File: config.mk
export PLATFORM = sky130hd
export DESIGN_NAME = fp_add_pipe
export DESIGN_NICKNAME = d
export VERILOG_FILES = /design/src/rtl/fpu_pkg.sv /design/src/rtl/fp_lzc.sv /design/src/rtl/fp_add_pipe.sv
export SDC_FILE = /design/constraint.sdc
export NUM_CORES = 1
export LEC_CHECK = 0
export CORE_ASPECT_RATIO = 1.2
export CORE_MARGIN = 1.5
export CORE_UTILIZATION = 56
export CTS_CLUSTER_DIAMETER = 40
export CTS_CLUSTER_SIZE = 8
export DETAILED_ROUTE_END_ITERATION = 8
export PLACE_DENSITY = 0.77
export SYNTH_ARGS = -nofsm -noshare
export SYNTH_HDL_FRONTEND = slang
export SYNTH_HIERARCHICAL = 1
export SYNTH_SLANG_ARGS = --single-unit
File: constraint.sdc
create_clock -name clk -period 3.75 [get_ports clk]
set_input_delay 0.75 -clock clk [delete_from_list [all_inputs] [get_ports clk]]
set_output_delay 0.75 -clock clk [all_outputs]
set_load 0.01 [all_outputs]
File: src/rtl/fpu_pkg.sv
// Shared types and constants for the floating-point arithmetic library.
// Holds the result-class enum and the guard/round/sticky bit layout.
package fpu_pkg;

  typedef enum logic [1:0] {
    OK  = 2'b00,
    NAN = 2'b01,
    INF = 2'b10,
    NUL = 2'b11
  } states;

  // Extra bits below the mantissa LSB: guard, round, sticky.
  localparam int unsigned GRS_W = 3;
  localparam int unsigned G_OFS = 2;
  localparam int unsigned R_OFS = 1;
  localparam int unsigned S_OFS = 0;

endpackage

File: src/rtl/fp_lzc.sv
// Combinational leading-zero counter.
// An all-zero input reports WIDTH.
module fp_lzc #(
  parameter int unsigned WIDTH = 8
) (
  input  logic [WIDTH-1:0]           in_i,
  output logic [$clog2(WIDTH+1)-1:0] cnt_o
);

  localparam int unsigned CNT_W = $clog2(WIDTH + 1);

  // Scan from the LSB upwards so the highest set bit writes last.
  always_comb begin
    cnt_o = CNT_W'(WIDTH);
    for (int unsigned i = 0; i < WIDTH; i++) begin
      if (in_i[i]) begin
        cnt_o = CNT_W'(WIDTH - 1 - i);
      end
    end
  end

endmodule

File: src/rtl/fp_add_pipe.sv
// Five-stage pipelined floating-point adder/subtractor with round-to-nearest-even.
// Inputs are captured, then unpacked, aligned, added, normalised and rounded.
module fp_add_pipe
  import fpu_pkg::*;
#(
  parameter  int unsigned EXP_W = 8,
  parameter  int unsigned MAN_W = 23,
  localparam int unsigned W     = 1 + EXP_W + MAN_W
) (
  input  logic         clk,
  input  logic         rst,
  input  logic [W-1:0] a,
  input  logic [W-1:0] b,
  input  logic         op,
  input  logic         arg_vld,
  output logic [W-1:0] result,
  output states        state,
  output logic         res_vld
);

  localparam int unsigned FW        = MAN_W + 1 + GRS_W;
  localparam int unsigned SW        = FW + 1;
  localparam int unsigned LZC_W     = $clog2(FW + 1);
  localparam int unsigned ALIGN_MAX = MAN_W + GRS_W;

  typedef logic signed [EXP_W+1:0] sexp_t;

  localparam sexp_t        SEXP_ONE  = sexp_t'(1);
  localparam sexp_t        SEXP_ZERO = sexp_t'(0);
  localparam sexp_t        EXP_INF   = sexp_t'((2 ** EXP_W) - 1);
  localparam logic [W-1:0] QNAN      = {1'b0, {EXP_W{1'b1}}, 1'b1, {(MAN_W-1){1'b0}}};

  typedef struct packed {
    logic         spec;
    states        spec_st;
    logic [W-1:0] spec_res;
  } spec_t;

  typedef struct packed {
    spec_t            sp;
    logic             sign;
    logic             esub;
    logic [EXP_W-1:0] ex;
    logic [EXP_W-1:0] ey;
    logic [MAN_W:0]   mx;
    logic [MAN_W:0]   my;
  } s1_t;

  typedef struct packed {
    spec_t            sp;
    logic             sign;
    logic             esub;
    logic [EXP_W-1:0] ex;
    logic [FW-1:0]    xf;
    logic [FW-1:0]    yf;
  } s2_t;

  typedef struct packed {
    spec_t            sp;
    logic             sign;
    logic [EXP_W-1:0] ex;
    logic [SW-1:0]    sum;
  } s3_t;

  typedef struct packed {
    spec_t         sp;
    logic          sign;
    logic          zero;
    sexp_t         e;
    logic [FW-1:0] n;
  } s4_t;

  logic [5:0]   vld_q, vld_d;
  logic [W-1:0] a_q, a_d, b_q, b_d;
  logic         op_q, op_d;
  s1_t          s1_q, s1_d;
  s2_t          s2_q, s2_d;
  s3_t          s3_q, s3_d;
  s4_t          s4_q, s4_d;
  logic [W-1:0] result_q, result_d;
  states        state_q, state_d;

  // Stage 0: input capture
  always_comb begin
    vld_d = {vld_q[4:0], arg_vld};
    a_d   = arg_vld ? a  : a_q;
    b_d   = arg_vld ? b  : b_q;
    op_d  = arg_vld ? op : op_q;
  end

  // Stage 1: classify, detect specials, order operands so X >= Y
  logic                   sa, sb;
  logic [EXP_W-1:0]       ea, eb;
  logic [MAN_W-1:0]       fa, fb;
  logic                   a_zero, b_zero, a_nan, b_nan, a_inf, b_inf, a_ge;
  logic [MAN_W:0]         ma, mb;
  logic [EXP_W+MAN_W-1:0] mag_a, mag_b;

  always_comb begin
    sa     = a_q[W-1];
    sb     = b_q[W-1] ^ op_q;
    ea     = a_q[MAN_W +: EXP_W];
    eb     = b_q[MAN_W +: EXP_W];
    fa     = a_q[MAN_W-1:0];
    fb     = b_q[MAN_W-1:0];
    a_zero = ~|ea;
    b_zero = ~|eb;
    a_nan  = (&ea) & (|fa);
    b_nan  = (&eb) & (|fb);
    a_inf  = (&ea) & ~(|fa);
    b_inf  = (&eb) & ~(|fb);
    // Subnormals flush to zero, so their mantissa is dropped before comparing.
    ma     = {~a_zero, fa & {MAN_W{~a_zero}}};
    mb     = {~b_zero, fb & {MAN_W{~b_zero}}};
    mag_a  = {ea, ma[MAN_W-1:0]};
    mag_b  = {eb, mb[MAN_W-1:0]};
    a_ge   = mag_a >= mag_b;

    s1_d = s1_q;
    if (vld_q[0]) begin
      s1_d.esub           = sa ^ sb;
      s1_d.sign           = a_ge ? sa : sb;
      s1_d.ex             = a_ge ? ea : eb;
      s1_d.ey             = a_ge ? eb : ea;
      s1_d.mx             = a_ge ? ma : mb;
      s1_d.my             = a_ge ? mb : ma;
      s1_d.sp.spec        = 1'b1;
      s1_d.sp.spec_st     = OK;
      s1_d.sp.spec_res    = '0;
      if (a_nan || b_nan || (a_inf && b_inf && (sa ^ sb))) begin
        s1_d.sp.spec_st  = NAN;
        s1_d.sp.spec_res = QNAN;
      end else if (a_inf || b_inf) begin
        s1_d.sp.spec_st  = INF;
        s1_d.sp.spec_res = {a_inf ? sa : sb, {EXP_W{1'b1}}, {MAN_W{1'b0}}};
      end else if (a_zero && b_zero) begin
        s1_d.sp.spec_st  = NUL;
        s1_d.sp.spec_res = {sa & sb, {(W-1){1'b0}}};
      end else begin
        s1_d.sp.spec     = 1'b0;
      end
    end
  end

  // Stage 2: align Y to X, folding shifted-out bits into sticky
  logic [EXP_W-1:0] ediff;
  int unsigned      shamt;
  logic [2*FW-1:0]  wide;

  always_comb begin
    ediff = s1_q.ex - s1_q.ey;
    shamt = 32'(ediff);
    wide  = {s1_q.my, {GRS_W{1'b0}}, {FW{1'b0}}} >> shamt;

    s2_d = s2_q;
    if (vld_q[1]) begin
      s2_d.sp   = s1_q.sp;
      s2_d.sign = s1_q.sign;
      s2_d.esub = s1_q.esub;
      s2_d.ex   = s1_q.ex;
      s2_d.xf   = {s1_q.mx, {GRS_W{1'b0}}};
      if (shamt >= ALIGN_MAX) begin
        s2_d.yf = {{(FW-1){1'b0}}, |s1_q.my};
      end else begin
        s2_d.yf = {wide[2*FW-1:FW+1], wide[FW] | (|wide[FW-1:0])};
      end
    end
  end

  // Stage 3: magnitude add or subtract; X >= Y keeps the difference non-negative
  always_comb begin
    s3_d = s3_q;
    if (vld_q[2]) begin
      s3_d.sp   = s2_q.sp;
      s3_d.sign = s2_q.sign;
      s3_d.ex   = s2_q.ex;
      s3_d.sum  = s2_q.esub ? ({1'b0, s2_q.xf} - {1'b0, s2_q.yf})
                            : ({1'b0, s2_q.xf} + {1'b0, s2_q.yf});
    end
  end

  // Stage 4: normalise
  logic [LZC_W-1:0] lzc;

  fp_lzc #(
    .WIDTH(FW)
  ) u_lzc (
    .in_i (s3_q.sum[FW-1:0]),
    .cnt_o(lzc)
  );

  always_comb begin
    s4_d = s4_q;
    if (vld_q[3]) begin
      s4_d.sp   = s3_q.sp;
      s4_d.sign = s3_q.sign;
      s4_d.zero = 1'b0;
      if (s3_q.sum[SW-1]) begin
        s4_d.n = {s3_q.sum[SW-1:2], s3_q.sum[1] | s3_q.sum[0]};
        s4_d.e = $signed({2'b00, s3_q.ex}) + SEXP_ONE;
      end else if (~|s3_q.sum[FW-1:0]) begin
        s4_d.zero = 1'b1;
        s4_d.n    = '0;
        s4_d.e    = SEXP_ZERO;
      end else begin
        s4_d.n = s3_q.sum[FW-1:0] << lzc;
        s4_d.e = $signed({2'b00, s3_q.ex}) - sexp_t'(lzc);
      end
    end
  end

  // Stage 5: round to nearest even, range check, special override
  logic             rnd_inc;
  logic [MAN_W+1:0] mr;
  logic [MAN_W-1:0] man_r;
  sexp_t            e_r;

  always_comb begin
    rnd_inc = s4_q.n[G_OFS] & (s4_q.n[R_OFS] | s4_q.n[S_OFS] | s4_q.n[GRS_W]);
    mr      = {1'b0, s4_q.n[FW-1:GRS_W]} + {{(MAN_W+1){1'b0}}, rnd_inc};
    man_r   = mr[MAN_W-1:0];
    e_r     = s4_q.e;
    if (mr[MAN_W+1]) begin
      man_r = mr[MAN_W:1];
      e_r   = s4_q.e + SEXP_ONE;
    end

    result_d = result_q;
    state_d  = state_q;
    if (vld_q[4]) begin
      if (s4_q.sp.spec) begin
        result_d = s4_q.sp.spec_res;
        state_d  = s4_q.sp.spec_st;
      end else if (s4_q.zero) begin
        result_d = '0;
        state_d  = NUL;
      end else if (e_r >= EXP_INF) begin
        result_d = {s4_q.sign, {EXP_W{1'b1}}, {MAN_W{1'b0}}};
        state_d  = INF;
      end else if (e_r <= SEXP_ZERO) begin
        result_d = {s4_q.sign, {(W-1){1'b0}}};
        state_d  = NUL;
      end else begin
        result_d = {s4_q.sign, e_r[EXP_W-1:0], man_r};
        state_d  = OK;
      end
    end
  end

  always_ff @(posedge clk or negedge rst) begin
    if (!rst) begin
      vld_q    <= '0;
      a_q      <= '0;
      b_q      <= '0;
      op_q     <= 1'b0;
      s1_q     <= '0;
      s2_q     <= '0;
      s3_q     <= '0;
      s4_q     <= '0;
      result_q <= '0;
      state_q  <= OK;
    end else begin
      vld_q    <= vld_d;
      a_q      <= a_d;
      b_q      <= b_d;
      op_q     <= op_d;
      s1_q     <= s1_d;
      s2_q     <= s2_d;
      s3_q     <= s3_d;
      s4_q     <= s4_d;
      result_q <= result_d;
      state_q  <= state_d;
    end
  end

  assign result  = result_q;
  assign state   = state_q;
  assign res_vld = vld_q[5];

endmodule

* After elaboration in Yosys (flattened, before gate mapping)
Cells that the tools add are included.
Cells by class: add/sub/neg operators 7, magnitude comparators 4, shift-type cells 2, mux-type cells 55, bitwise logic cells 16, reductions and logical operators 17
Operator list (count):
- 34-bit two-way mux | 3
- 5-bit two-way mux | 16
- 37-bit two-way mux | 2
- 32-bit two-way mux | 2
- 31-bit two-way mux | 2
- 27-bit OR reduction | 2
- 54-bit by 8-bit right shift with 54-bit output | 1
- 24-bit two-way mux | 2
- 23-bit AND | 2
- 23-bit OR reduction | 2
- 4-bit two-way mux | 8
- 31-bit >= comparator | 1
- 27-bit by 27-bit adder with 28-bit output | 1
- 28-bit two-way mux | 1
- 27-bit by 27-bit subtractor with 28-bit output | 1
- 27-bit two-way mux | 1
- 27-bit by 5-bit << shifter with 27-bit output | 1
- 24-bit by 1-bit adder with 25-bit output | 1
- 24-bit OR reduction | 1
- 23-bit two-way mux | 1
- 8-bit two-way mux | 2
- 8-bit AND reduction | 2
- 8-bit OR reduction | 2
- 2-bit two-way mux | 6
- 16 further kinds | 38
Word-level totals: flip-flop bits (word level) 448, input port bits 68

* Depth between registers and ports, before layout
Gate-level depths: netlist (run 1).
word-level depth 30, gate-level depth with buffers 17

* Modules after synthesis
The synthesis (run 1) kept the hierarchy.
By module, submodules not included:
- fp_add_pipe | times used 1, cells each 2262, area each 20911.3 sq um, seq. area each 8308.0 sq um
- fp_lzc | times used 1, cells each 51, area each 277.8 sq um, seq. area each 0.0 sq um

* Least setup slack after synthesis (run 1)
Ideal clock, no wire load.
path kind reg-to-reg, from register a_q[27], to register s1_q[56] (netlist bit), setup time 0.120 ns, arrival 3.912 ns, required time 3.630 ns, path slack -0.282 ns, stages on the path, launching flop included 17, path buffers 3, cells stage by stage dfrtp_1 -> nor4_1 -> nand2_1 -> clkbuf_1 -> and2_1 -> ha_1 -> a21o_1 -> a21o_1 -> a21o_1 -> a211oi_1 -> o21bai_1 -> a221o_1 -> a221oi_1 -> clkbuf_1 -> buf_1 -> nand2_1 -> a31o_2
Between the ends: longest elaborated chain between the ends 4
Ends and longest elaborated chain:
- from (decl) | RTL line fp_add_pipe.sv:74 | logic [W-1:0] a_q, a_d, b_q, b_d;
- from (signal assigned) | RTL line fp_add_pipe.sv:253 | a_q <= '0;
- from (signal assigned) | RTL line fp_add_pipe.sv:264 | a_q <= a_d;
- 8-bit OR reduction | RTL line fp_add_pipe.sv:106 | a_zero = ~|ea;
- 23-bit AND | RTL line fp_add_pipe.sv:113 | ma = {~a_zero, fa & {MAN_W{~a_zero}}};
- 31-bit >= comparator * | RTL line fp_add_pipe.sv:117 | a_ge = mag_a >= mag_b;
- 8-bit two-way mux * | RTL line fp_add_pipe.sv:123 | s1_d.ex = a_ge ? ea : eb;
- to (signal assigned) | RTL line fp_add_pipe.sv:256 | s1_q <= '0;
- to (signal assigned) | RTL line fp_add_pipe.sv:267 | s1_q <= s1_d;
- to (decl) | RTL line fp_add_pipe.sv:76 | s1_t s1_q, s1_d;
Mark *: on every way between the ends. The rest lies on a longest branch, timed or not. A chain may end at the register's enable or synchronous reset.

* Worst setup path after layout (run 1)
from register a_q[27], to register s1_q[52] (netlist bit)
Between the ends: longest elaborated chain between the ends 4
Ends and longest elaborated chain:
- 8-bit OR reduction | RTL line fp_add_pipe.sv:106
- 23-bit AND | RTL line fp_add_pipe.sv:113
- 31-bit >= comparator | RTL line fp_add_pipe.sv:117
- 8-bit two-way mux * | RTL line fp_add_pipe.sv:124 | s1_d.ey = a_ge ? eb : ea;
Marks and branches as above.

==> results of run 1 <==
power by group through the flow:
stage,clock network [µW],registers (µW),logic [µW]
5_1_grt,4780,5730,12000
3_5_place_dp,0,5590,10100
3_3_place_gp,0,5530,9910
2_1_floorplan,0,5300,6550
6_report,4590,5620,11100
4_1_cts,4580,5550,10600
what timing repair did:
action,in CTS,in global routing
hold buffers,0,0
resized for setup,87,84
gates cloned,14,7
buffers inserted,21,12
pin swaps,54,53
setup endpoints to repair,66,109
sequential cells by signal (all words and copies together), names as in the netlist:
signal / cells
b_q: 32
op_q: 1
s2_q: 67
s4_q: 45
state: 2
vld_q: 6
s1_q: 72
s3_q: 43
result: 32
a_q: 32
kinds of logic (layout without fill, tap and decap cells):
group | after synthesis | count (layout) | share of synthesized area (%)
AND/OR/NAND/NOR | 733 | 734 | 16.66
XOR/XNOR | 69 | 69 | 2.852
flip-flops | 332 | 332 | 39.21
AO/OA/AOI/OAI | 607 | 607 | 18.50
adder cells (fa/ha/maj) | 99 | 99 | 5.952
buffers and inverters | 246 | 500 | 4.405
multiplexers | 227 | 227 | 12.42
per-stage QoR:
| stage | hold slack [ns] | total power, µW | worst slack, ns | utilization, % | TNS [ns] |
|---|---|---|---|---|---|
| 2_1_floorplan | 0.3519 | 11860 | 0.005853 | - | 0 |
| 3_3_place_gp | 0.4667 | 15430 | -0.2156 | 64.04 | -9.141 |
| 3_5_place_dp | 0.4719 | 15670 | -0.3341 | 64.04 | -16.49 |
| 4_1_cts | 0.1577 | 20740 | -0.1640 | 70.80 | -6.894 |
| 5_1_grt | 0.1746 | 22460 | -0.5896 | 72.35 | -29.17 |
| 6_report | 0.1452 | 21340 | -0.4764 | 72.35 | -22.31 |
cell usage after synthesis (all sizes together), types with 6 or more instances:
library cell / instances / area share (%)
o21ai: 135 / 3.2
mux2i: 65 / 3.1
xnor2: 41 / 1.7
and3: 11 / 0.32
a221o: 6 / 0.28
nand2: 180 / 3.3
nand4: 28 / 0.86
o21a: 6 / 0.21
dfrtp: 332 / 39
o21bai: 7 / 0.25
o31ai: 16 / 0.57
and2: 27 / 0.80
nor2: 220 / 3.9
a21oi: 140 / 3.3
o2bb2ai: 19 / 0.79
nor2b: 18 / 0.53
mux4: 14 / 1.5
a221oi: 13 / 0.54
nor3: 49 / 1.2
o22ai: 28 / 0.83
o211ai: 16 / 0.57
nor4: 40 / 1.2
a21o: 42 / 1.5
a22oi: 15 / 0.53
a31oi: 80 / 2.4
or4: 10 / 0.37
and4: 6 / 0.25
xor2: 28 / 1.2
or3: 27 / 0.80
a2bb2oi: 8 / 0.33
inv: 94 / 1.7
ha: 96 / 5.7
buf: 19 / 0.38
clkbuf: 128 / 2.3
mux2: 148 / 7.9
nand3: 84 / 2.0
a211oi: 20 / 0.73
nand2b: 15 / 0.44
per-layer routing:
metal / share of wire, % / vias up / track usage (%)
met3: 6.5 / 344 / 3.865
met2: 50 / 1072 / 59.37
li1: - / 8942 / -
met4: 6.7 / 2 / 19.13
met5: 0.020 / - / 0
met1: 37 / 9674 / 38.79
cell type report:
| type | count | area (µm²) | area share (%) |
|---|---|---|---|
| flip-flops and latches | 332 | 8317 | 30.99 |
| clock inverters | 14 | 224.0 | 0.8345 |
| well taps | 474 | 593.1 | 2.210 |
| inverters | 99 | 374.1 | 1.394 |
| clock buffers | 64 | 1398 | 5.208 |
| repair buffers | 323 | 3282 | 12.23 |
| multi-input cells | 1736 | 12650 | 47.13 |
final timing paths:
| path | start | to | slack, ns | cells past startpoint |
|---|---|---|---|---|
| max in group asynchronous | rst | s1_q[22] | 2.64 | 2 |
| max reg2reg | a_q[27] | s1_q[52] | -0.48 | 20 |
| max | a_q[27] | s1_q[52] | -0.48 | 20 |
| min | rst | s3_q[18] | 0.15 | 1 |
| min reg2reg | result[5] | result[5] | 0.48 | 1 |
| min in group clk | result[5] | result[5] | 0.48 | 1 |
worst max-delay path, delay by kind of cell, from the launching register on:
family,cells,cell delay (ns)
adder cells (fa/ha/maj),1,0.27
buffers and inverters,6,0.92
flip-flops,1,0.40
AO/OA/AOI/OAI,7,1.47
AND/OR/NAND/NOR,6,1.01
==> qor.yml, run 1 <==
placed_design:
  place_congestion: 0.9627
  portBuffers: 102
  post_dp_cell_area_um2: 23750
  dp_hpwl_mm: 42.99
  place_inst: 2915
drt:
  vias: 20030
  viasPerCell: 6.586
  post-route-drc-count: 0
  postRouteAntennaNets: 0
  first_pass_iters: 8
  wl_per_cell_um: 22.73
  drt_iter0_markers: 2097
  wirelength_mm: 69.15
clocking:
  clk_pin_slew_worst_paths_ns: 0.05
  ctsHtreeMaxLevel: 2
  cts-root-buf: "clkbuf_16"
  clkLatencyLatePin_ns: 0.60
  numCtsBuffers: 53
  cts.sink_count: 332
  clk_path_buf_depth: 3
  cts_tree: "done"
floorplanning:
  rows: 77
  die-area_um2: 39020
  die_x_um: 180.6
  core_um2: 37090
  fp.dieH_um: 216.1
  boundaryPins: 103
  floorplan.initialDensity_pct: 57.13
pwr:
  power_leakage_uw: 0.01136
  p_seq_share_pct: 26.4
  peakVddDrop_mv: 0.4483
  cellPowerDensity_nw_per_um2: 795.0
  p_clk_share_pct: 21.5
  power.internal_uw: 12370
  swShare_pct: 42.01
  p_switching_uw: 8963
  combPwrFrac_pct: 52.1
worst_setup_path:
  cp-start-kind: "register"
  critical_path_class: "register to register"
  crit_path_end_kind: "register"
  critPathArrivalTime_ns: 4.69
  path_cells: "nor4_4 -> nand2_1 -> buf_6 -> buf_4 -> buf_6 -> and2_4 -> ha_4 -> nor2b_4 -> o21a_1 -> o21a_1 -> o21ai_1 -> nand2b_1 -> a21oi_2 -> o211a_4 -> a2111oi_4 -> buf_6 -> buf_4 -> nor2_4 -> buf_6 -> o31ai_1"
  critPathMaxStageDelay_ns: 0.41
  crit_fanout: 6
  crit_path_frequent_cell: "buf_6"
  cp.required_ns: 4.22
  cp_slowest_cell: "a2111oi_4"
final_layout:
  final_common_cell: "dfrtp_1"
  finalNetCount: 2712
  n_fill_cell: 2508
  num_antenna_cells: 0
  fin_area_um2: 26840
  final_cells: 3042
  area_growth_syn_to_layout_pct: 26.65
  layout_common_cells: "dfrtp_1, nor2_1, nand2_1"
  drive_gt1_share_pct: 22.31
synthesis:
  ys_ff_latch: 332
  ys_types: 83
  netlist_area_um2: 21190
  synthArstFlopShare_pct: 100.0
  syn_area_per_cell_um2: 9.161
  syn-num-nets: 2480
  netlist_instances: 2313
  ys_seq_area_share_pct: 39.21
  synth-main-ff-cell: "dfrtp_1"
  synth_edf_count: 0
  yosys_warnings: 6
sta:
  fmax_mhz: 236.6
  min_period_ns: 4.226
  fin_crit_sh_pct: 112.7
  drv_slew: 0
  setup_violations: 65
  hold_violations: 0
  worst_slew_pin_slew_ns: 0.9924
  fin_ws_ns: -0.4764
  rsz0062_at_grt: "true"
  finClkSkew_ns: 0.04632
  slew_headroom_pct: 33.36
run_status:
  status: "finished with violations"
  violations: "setup timing"
hold_path:
  worst_hold_path_type: "primary input to async pin"
grt:
  grt.overflow.total: 0
  grt_max_degree: 103
  grt_pass1_wl_mm: 104.6
  antenna_found_initial: 1
  grt_pass1_vias: 19810
  grt_usage_pct: 33.26
run:
  cap_violations: 0
No activity file was read; power rests on OpenSTA's default activity.
==> run 2: changes to the inputs <==
--- a/config.mk
+++ b/config.mk
@@ -5,13 +5,15 @@
 export SDC_FILE = /design/constraint.sdc
 export NUM_CORES = 1
 export LEC_CHECK = 0
+export CELL_PAD_IN_SITES_DETAIL_PLACEMENT = 0
+export CELL_PAD_IN_SITES_GLOBAL_PLACEMENT = 1
 export CORE_ASPECT_RATIO = 1.2
-export CORE_MARGIN = 1.5
-export CORE_UTILIZATION = 56
+export CORE_UTILIZATION = 43
 export CTS_CLUSTER_DIAMETER = 40
 export CTS_CLUSTER_SIZE = 8
 export DETAILED_ROUTE_END_ITERATION = 8
-export PLACE_DENSITY = 0.77
+export PLACE_DENSITY = 0.76
+export SKIP_LAST_GASP = 1
 export SYNTH_ARGS = -nofsm -noshare
 export SYNTH_HDL_FRONTEND = slang
 export SYNTH_HIERARCHICAL = 1
==> run 2 against run 1 <==
Compared with the run above:
- the run still ends with setup timing left
- largest cell class unchanged
- sequential share of layout area is 0.41 points lower
- clock power up 17%
- flip-flop and latch count unchanged
- setup slack better by 0.36 ns
- highest routed layer is now met4
==> qor.yml, run 2 (same netlist as run 1, synthesis figures left out) <==
run_status:
  status: "finished with violations"
  violations: "setup timing"
pwr:
  swShare_pct: 40.57  # -1.4 points
  cellPowerDensity_nw_per_um2: 810.6  # +2.0%
  p_clk_share_pct: 24.3  # +2.8 points
  peakVddDrop_mv: 0.4013  # -10%
  p_switching_uw: 8943  # -0.23%
  power.internal_uw: 13100  # +5.9%
  power_leakage_uw: 0.01147  # +1.0%
  combPwrFrac_pct: 51.1  # -1.0 points
  p_seq_share_pct: 24.6  # -1.8 points
  total_power_uw: 22040  # +3.3%
floorplanning:
  fp.dieH_um: 245.2  # +13%
  core_um2: 48340  # +30%
  rows: 88  # +14%
  die-area_um2: 50170  # +29%
  boundaryPins: 103  # unchanged
  die_x_um: 204.6  # +13%
  floorplan.initialDensity_pct: 43.84  # -13 points
grt:
  grt_pass1_vias: 18930  # -4.5%
  antenna_found_initial: 0  # -1
  grt_pass1_wl_mm: 101.9  # -2.5%
  grt_usage_pct: 25.53  # -7.7 points
  grt_max_degree: 97  # -5.8%
  grt.overflow.total: 0  # unchanged
clocking:
  numCtsBuffers: 61  # +15%
  cts_tree: "done"
  clkLatencyLatePin_ns: 0.62  # +0.02 ns
  clk_pin_slew_worst_paths_ns: 0.05  # about the same
  cts.sink_count: 332  # unchanged
  cts-root-buf: "clkbuf_16"
  clk_path_buf_depth: 3  # unchanged
  ctsHtreeMaxLevel: 2  # unchanged
  holdBufCountCts: 0  # unchanged
sta:
  worst_slew_pin_slew_ns: 1.025  # +0.03287 ns
  fin_crit_sh_pct: 103.0  # -9.7 points
  min_period_ns: 3.862  # -0.3640 ns
  finClkSkew_ns: 0.03101  # -0.01531 ns
  fmax_mhz: 258.9  # +9.4%
  rsz0062_at_grt: "true"
  fin_ws_ns: -0.1125  # +0.3640 ns
  hold_violations: 0  # unchanged
  setup_violations: 59  # -9.2%
  slew_headroom_pct: 31.65  # -1.7 points
  fin_setup_tns_ns: -3.988  # +18.32 ns
  drv_slew: 0  # unchanged
drt:
  postRouteAntennaNets: 0  # unchanged
  vias: 18950  # -5.4%
  first_pass_iters: 5  # -3
  viasPerCell: 5.865  # -11%
  post-route-drc-count: 0  # unchanged
  wirelength_mm: 64.40  # -6.9%
  wl_per_cell_um: 19.93  # -12%
  drt_iter0_markers: 1306  # -38%
final_layout:
  layout_common_cells: "dfrtp_1, nor2_1, buf_4"
  n_fill_cell: 4235  # +69%
  multi_input_area_um2: 12490  # -1.2%
  num_antenna_cells: 0  # unchanged
  drive_gt1_share_pct: 22.95  # +0.64 points
  final_common_cell: "dfrtp_1"
  area_growth_syn_to_layout_pct: 28.33
  seqCellArea_um2: 8315  # about the same
  regMostFlops: "s1_q"
  finalNetCount: 2726  # +0.52%
  largest_register_ffs: 72  # unchanged
  top_regs: "s1_q (72), s2_q (67), s4_q (45)"
worst_setup_path:
  critical_path_class: "register to register"
  rr_worst_depth: 15  # -25%
  critPathArrivalTime_ns: 4.40  # -0.29 ns
  reg2reg_setup_slack_ns: -0.11  # +0.36 ns
  crit_path_end_kind: "register"
  r2r_start: "a_q[29]"
  r2r_end: "s1_q[31]"
  critPathMaxStageDelay_ns: 0.43  # +0.02 ns
  cp_slowest_cell: "a221o_1"
  path_cells: "nor4_4 -> nand2_1 -> buf_6 -> buf_4 -> and2_1 -> ha_1 -> a21o_1 -> a211oi_2 -> o21bai_1 -> a221o_1 -> a221oi_4 -> inv_4 -> buf_16 -> or3_4 -> a31oi_1"
  cp.required_ns: 4.29  # +0.07 ns
  crit_fanout: 6  # unchanged
  cp-start-kind: "register"
hold_path:
  worst_hold_path_type: "primary input to async pin"
placed_design:
  portBuffers: 102  # unchanged
  place_congestion: 0.9393  # -2.4%
  dp_hpwl_mm: 45.82  # +6.6%
run:
  cap_violations: 0  # unchanged
run 2: cell count changes in the layout (fill, tap and decap cells not counted), sizes merged:
cell	previous run	this run
buf	216	227
bufbuf	1	0
clkinv	14	17
clkinvlp	1	6
clkbuf	70	85
run 2: worst max-delay path: cells and delay by family, from the launching register on:
family                   cells  cell delay [ns]
AND/OR/NAND/NOR              4             1.01
adder cells (fa/ha/maj)      1             0.33
AO/OA/AOI/OAI                6             1.44
flip-flops                   1             0.40
buffers and inverters        4             0.59
run 2: cell type report:
| class | count | area share [%] |
|---|---|---|
| Clock inverter | 22 | 1.058 |
| Tap cell | 630 | 2.899 |
| Clock buffer | 83 | 6.396 |
| Inverter | 99 | 1.376 |
| Sequential cell | 332 | 30.58 |
| Multi-Input combinational cell | 1736 | 45.95 |
| Timing Repair Buffer | 329 | 11.74 |
run 2: repair_timing:
action / in CTS / in global routing
setup buffers: 17 / 13
gates cloned: 11 / 3
setup endpoints to repair: 65 / 101
pin swaps: 46 / 48
resized for setup: 81 / 55
run 2: power by group through the flow:
stage,clock (µW),sequential [µW],combinational (µW)
6_report,5350,5420,11300
5_1_grt,5610,5550,12300
4_1_cts,5430,5400,11000
3_5_place_dp,0,5450,10600
3_3_place_gp,0,5410,10500
2_1_floorplan,0,5300,6550
run 2: per-stage QoR:
step | setup slack, ns | hold slack, ns | utilization (%) | area, µm² | instances
2_1_floorplan | 0.005853 | 0.3519 | - | 21240 | 2313
3_3_place_gp | -0.3005 | 0.4626 | 49.78 | 24060 | 3086
3_5_place_dp | -0.3863 | 0.4716 | 49.78 | 24060 | 3086
4_1_cts | -0.1239 | 0.1244 | 55.57 | 26860 | 3219
5_1_grt | -0.2998 | 0.1423 | 56.25 | 27190 | 3231
6_report | -0.1125 | 0.1070 | 56.25 | 27190 | 3231
run 2: worst max path at each step:
stage	from	to	slack, ns	cells past startpoint
finish	a_q[29]	s1_q[31]	-0.11	15
global route	a_q[29]	s1_q[31]	-0.30	15
CTS	a_q[27]	s1_q[40]	-0.12	16
detailed placement	a_q[29]	s1_q[47]	-0.39	16
global placement	a_q[29]	s1_q[47]	-0.30	16
floorplan	b_q[28]	s1_q[42]	0.006	17
run 2: routing by layer:
| metal | vias up | global-route usage, % | wire, µm |
|---|---|---|---|
| met5 | - | 0 | 0 |
| met4 | 0 | 11.37 | 2657 |
| met3 | 164 | 3.014 | 2500 |
| li1 | 8968 | - | - |
| met2 | 521 | 45.77 | 33120 |
| met1 | 9298 | 30.32 | 26120 |
